===== src/rtl/spi_master_controller.sv =====
// SPI master, mode 0 (CPOL=0, CPHA=0), MSB first, one width-bit frame per start.
// Latency: done pulses (2*width+1)*clkdiv clk cycles after the accepting edge.
// Backpressure: start is ignored while busy; keepCs parks cs low in HOLD for a follow-on frame.
module spi_master_controller #(
  parameter int width  = 8,
  parameter int clkdiv = 8
) (
  input  logic             clk,
  input  logic             reset,
  input  logic             start,
  input  logic             keepCs,
  input  logic             release_cs,
  input  logic [width-1:0] txData,
  output logic [width-1:0] rxData,
  output logic             busy,
  output logic             done,
  output logic             sclk,
  output logic             cs,
  output logic             mosi,
  input  logic             miso
);

  localparam int CW = (clkdiv > 1) ? $clog2(clkdiv) : 1;
  localparam int BW = $clog2(width) + 1;
  localparam logic [CW-1:0] HALF_LAST = CW'(clkdiv - 1);
  localparam logic [BW-1:0] BIT_LAST  = BW'(width - 1);

  typedef enum logic [2:0] {IDLE, LEAD, HIGH, LOW, TAIL, HOLD, GAP} state_t;

  state_t           state, state_n;
  logic [CW-1:0]    hcnt, hcnt_n;
  logic [BW-1:0]    bitcnt, bitcnt_n;
  logic [width-1:0] tx_sh, tx_sh_n;
  logic [width-1:0] rx_sh, rx_sh_n;
  logic             keep, keep_n;
  logic [width-1:0] rxdata_n;
  logic             busy_n, done_n, sclk_n, cs_n, mosi_n;

  logic             half_end;
  logic [width-1:0] tx_next;
  logic [width-1:0] rx_next;

  // Shift helpers written without fixed slices so width=1 stays legal.
  assign half_end = (hcnt == HALF_LAST);
  assign tx_next  = tx_sh << 1;
  assign rx_next  = width'({rx_sh, miso});

  // State and output registers; reset aborts any frame without a done pulse.
  always_ff @(posedge clk) begin
    if (reset) begin
      state  <= IDLE;
      hcnt   <= '0;
      bitcnt <= '0;
      tx_sh  <= '0;
      rx_sh  <= '0;
      keep   <= 1'b0;
      rxData <= '0;
      busy   <= 1'b0;
      done   <= 1'b0;
      sclk   <= 1'b0;
      cs     <= 1'b1;
      mosi   <= 1'b0;
    end else begin
      state  <= state_n;
      hcnt   <= hcnt_n;
      bitcnt <= bitcnt_n;
      tx_sh  <= tx_sh_n;
      rx_sh  <= rx_sh_n;
      keep   <= keep_n;
      rxData <= rxdata_n;
      busy   <= busy_n;
      done   <= done_n;
      sclk   <= sclk_n;
      cs     <= cs_n;
      mosi   <= mosi_n;
    end
  end

  // Next-state logic: every timed state advances when the half-period counter wraps.
  always_comb begin
    state_n  = state;
    hcnt_n   = half_end ? '0 : hcnt + CW'(1);
    bitcnt_n = bitcnt;
    tx_sh_n  = tx_sh;
    rx_sh_n  = rx_sh;
    keep_n   = keep;
    rxdata_n = rxData;
    busy_n   = busy;
    done_n   = 1'b0;
    sclk_n   = sclk;
    cs_n     = cs;
    mosi_n   = mosi;

    case (state)
      IDLE, HOLD: begin
        hcnt_n = '0;
        if (start) begin
          // Frame acceptance: operands are captured here and never re-read.
          tx_sh_n  = txData;
          keep_n   = keepCs;
          busy_n   = 1'b1;
          cs_n     = 1'b0;
          mosi_n   = txData[width-1];
          bitcnt_n = '0;
          state_n  = LEAD;
        end else if (state == HOLD && release_cs) begin
          cs_n    = 1'b1;
          busy_n  = 1'b1;
          state_n = GAP;
        end
      end
      LEAD, LOW: begin
        if (half_end) begin
          sclk_n  = 1'b1;
          rx_sh_n = rx_next;
          state_n = HIGH;
        end
      end
      HIGH: begin
        if (half_end) begin
          sclk_n = 1'b0;
          if (bitcnt == BIT_LAST) begin
            state_n = TAIL;
          end else begin
            tx_sh_n  = tx_next;
            mosi_n   = tx_next[width-1];
            bitcnt_n = bitcnt + BW'(1);
            state_n  = LOW;
          end
        end
      end
      TAIL: begin
        if (half_end) begin
          done_n   = 1'b1;
          rxdata_n = rx_sh;
          if (keep) begin
            busy_n  = 1'b0;
            state_n = HOLD;
          end else begin
            cs_n    = 1'b1;
            state_n = GAP;
          end
        end
      end
      GAP: begin
        // cs-high spacing before the slave can see another frame.
        if (half_end) begin
          busy_n  = 1'b0;
          mosi_n  = 1'b0;
          state_n = IDLE;
        end
      end
      default: begin
        state_n = IDLE;
      end
    endcase
  end

endmodule


===== config.mk =====
export PLATFORM = sky130hd
export DESIGN_NAME = spi_master_controller
export DESIGN_NICKNAME = d
export VERILOG_FILES = /design/src/rtl/spi_master_controller.sv
export SDC_FILE = /design/constraint.sdc
export NUM_CORES = 1
export LEC_CHECK = 0
export ABC_CLOCK_PERIOD_IN_PS = 1900
export BUFFER_PORTS_ARGS = -buffer_cell sky130_fd_sc_hd__buf_2
export CAP_MARGIN = 20
export CORE_ASPECT_RATIO = 1.2
export CORE_MARGIN = 10
export CORE_UTILIZATION = 45
export DETAILED_ROUTE_END_ITERATION = 6
export PLACE_DENSITY = 0.65
export SYNTH_ARGS = -nofsm -noshare
export SYNTH_HDL_FRONTEND = slang
export SYNTH_SLANG_ARGS = --single-unit

===== constraint.sdc =====
create_clock -name clk -period 1.9 [get_ports clk]
set_clock_uncertainty 0.05 [all_clocks]
set_input_delay 0.095 -clock clk [delete_from_list [all_inputs] [get_ports clk]]
set_output_delay 0.095 -clock clk [all_outputs]
set_load 0.005 [all_outputs]

==> impl_metrics.py <==
metrics = {
    "grt": {
        "antenna_found_initial": 0,
        "grt_usage_pct": 12.2,
        "grt_overflow": 0,
        "grt_pass1_vias": 1566,
        "grt_pass1_wl_um": 7250,
        "grt_start_max_net_pins": 23,
    },
    "min_path": {
        "hold_path_end": "rx_sh[0]",
        "hold_start": "miso",
        "hold_class": "in -> reg",
        "min_path_cells": 3,
    },
    "clock_network": {
        "cts_root_buf": "clkbuf_8",
        "clk_pin_slew_ps": 70,
        "clockBufferDepth": 2,
        "cts_sinks": 39,
        "htree_levels": 2,
        "cts_buffers": 5,
        "clk_latency_ps": 280,
        "cts_tree": "built",
    },
    "sta": {
        "fin_crit_ps": 1750,
        "slew_headroom_pct": 73.8,
        "fmax_mhz": 570,
        "tns_ps": 0,
        "holdWs_ps": 11.5,
        "hold_viol": 0,
        "drv_slew": 0,
        "finalCritPeriodShare_pct": 92.3,
        "setup_viol": 0,
        "rsz0062_at_grt": "false",
        "tightest_slew_ps": 383,
    },
    "setup_path": {
        "ff2ff_setup_slack_ps": 150,
        "cp_max_fo": 9,
        "critical_path_class": "reg -> reg",
        "crit_path_end_kind": "flip-flop",
        "rr_worst_depth": 6,
        "r2r_end": "state[1]",
        "setup.worst_path.start_class": "flip-flop",
        "critical_path_required_ps": 2020,
        "r2r-start": "hcnt[0]",
        "critical_path_arrival_ps": 1880,
    },
    "route": {
        "vias_per_cell": 5.31,
        "num_vias": 1598,
        "drt_iter0_markers": 116,
        "drc_errors": 0,
        "drt-total-wl_um": 4030,
        "antenna_left": 0,
        "firstDrtPassIters": 4,
        "wl_per_cell_um": 13.4,
    },
    "yosys": {
        "synth_cells": 219,
        "ys_ff_latch": 39,
        "synth_nets": 236,
        "yosysSeqAreaShare_pct": 41.5,
        "synth_edf_count": 0,
        "netlist_area_sq_mm": 0.00188,
        "yosysTopAreaCellShare_pct": 41.5,
        "syn_avg_cell_area_sq_um": 8.59,
        "synth-warning-count": 0,
        "postSynth.asyncResetShare_pct": 0,
        "synth_area_leaders": "dfxtp_1 41%, a21oi_1 7.2%, nand2_1 6.0%",
        "yosysTopAreaCell": "dfxtp_1",
        "yosysUniqueCellTypes": 43,
        "synth_ff_type": "dfxtp_1",
    },
    "cells_and_area": {
        "n_antenna_cell": 0,
        "layout_common_cells": "39 x dfxtp_1, 30 x nand2_1, 27 x a21oi_1",
        "final_common_cell": "dfxtp_1",
        "drive_gt1_share_pct": 23.9,
        "nets": 264,
        "seq_area_sq_um": 781,
        "multiInputGateArea_sq_um": 982,
        "postLayoutCoreUtil_pct": 54.1,
        "final_cells": 301,
        "fillers": 415,
        "area_delta_synth_final_pct": 15.2,
    },
    "outcome": {
        "status": "complete, no violations",
    },
    "power_and_ir_drop": {
        "finalPower_mw": 1.72,
        "cellLeakagePower_nw": 0.829,
        "irDropWorstVdd_v": 0.000512,
        "p_per_area_mw_per_mm2": 796,
    },
    "floorplanning": {
        "core-area_sq_mm": 0.00400,
        "die_area_sq_mm": 0.00718,
        "fp-row-count": 25,
        "start_util_pct": 47.0,
        "fp.dieH_um": 90.8,
        "io-pin-count": 27,
        "die_w_um": 79.0,
    },
    "place": {
        "place_hpwl_um": 2840,
        "placed_cells": 293,
        "place_congestion": 0.814,
        "io_buffers": 26,
    },
    "flow_run": {
        "cap_violations": 0,
    },
}
==> routing by layer <==
layer	global-route usage [%]	vias up	wire length, um
li1	-	816	-
met1	15.0	752	1930
met2	18.1	28	1880
met3	5.18	2	207
met4	4.94	0	15
met5	0	-	0
==> where the power goes <==
group | leakage (nW) | switching [mW] | internal, mW
sequential | 0.317 | 0.0330 | 0.857
combinational | 0.465 | 0.151 | 0.130
clock | 0.0470 | 0.270 | 0.285
total | 0.829 | 0.454 | 1.27
==> what timing repair did <==
action	4_1_cts	5_1_grt
hold buffers	1	0
endpoints found under the setup margin	0	2
buffers inserted	0	0
resized for setup	0	1
endpoints found under the hold margin	1	0
==> cell usage after synthesis, types with 2 or more instances <==
master     n
a211oi_2   5
a211oi_1   3
dfxtp_1   39
nand2_1   30
o21bai_1   3
o21ai_0    6
a311oi_2   2
and2_1     3
nand2b_1   2
nor2_1    19
mux2_2     3
a21oi_1   27
clkbuf_1   6
nor3_1     4
nand3_1   11
nor4bb_1   2
inv_1      5
nand3b_1   3
ha_1       3
and3_1     2
mux2i_1    9
buf_2      7
nor2b_1    4
buf_4      2
==> flip-flops by register name, indices dropped and copies added (netlist names) <==
signal	count
bitcnt	4
busy	1
cs	1
done	1
hcnt	3
keep	1
mosi	1
rxData	8
rx_sh	8
sclk	1
state	3
tx_sh	7
==> area by class of cell <==
type / count / area share [%]
Multi-Input combinational cell: 157 / 45.3
Sequential cell: 39 / 36.0
Timing Repair Buffer: 39 / 10.6
Clock buffer: 6 / 3.81
Tap cell: 54 / 3.12
Inverter: 5 / 0.866
Clock inverter: 1 / 0.231
==> through the flow <==
step / instance area, sq um / setup slack [ps]
2_1_floorplan: 1880 / 286
3_3_place_gp: 2070 / 146
3_5_place_dp: 2070 / 81.3
4_1_cts: 2160 / 60.5
5_1_grt: 2170 / 51.4
6_report: 2170 / 147
==> critical path, stage by stage (launching register included) <==
cell and delay (ps):
dfxtp_1 340, ha_1 150, ha_2 270, o21ai_0 100
and2_1 180, o22ai_1 200, mux2_2 360
==> logic make-up after synthesis <==
group / after synthesis / synth area share [%]
XOR/XNOR: 2 / 0.931
flip-flops: 39 / 41.5
AND/OR/NAND/NOR: 85 / 22.3
multiplexers: 12 / 6.58
adder cells (fa/ha/maj): 3 / 1.99
AO/OA/AOI/OAI: 55 / 20.2
buffers and inverters: 23 / 6.45
==> how the worst max path moves through the flow <==
stage	start	cells after the start	slack, ps	to
after floorplan	hcnt[0]	8	290	rx_sh[0]
after global placement	hcnt[0]	6	150	state[1]
after detailed placement	hcnt[0]	6	80	state[1]
after CTS	hcnt[0]	6	60	state[1]
after global routing	state[2]	5	50	rxData[0]
final	hcnt[0]	6	150	state[1]
Power figures use the tool's default switching activity.
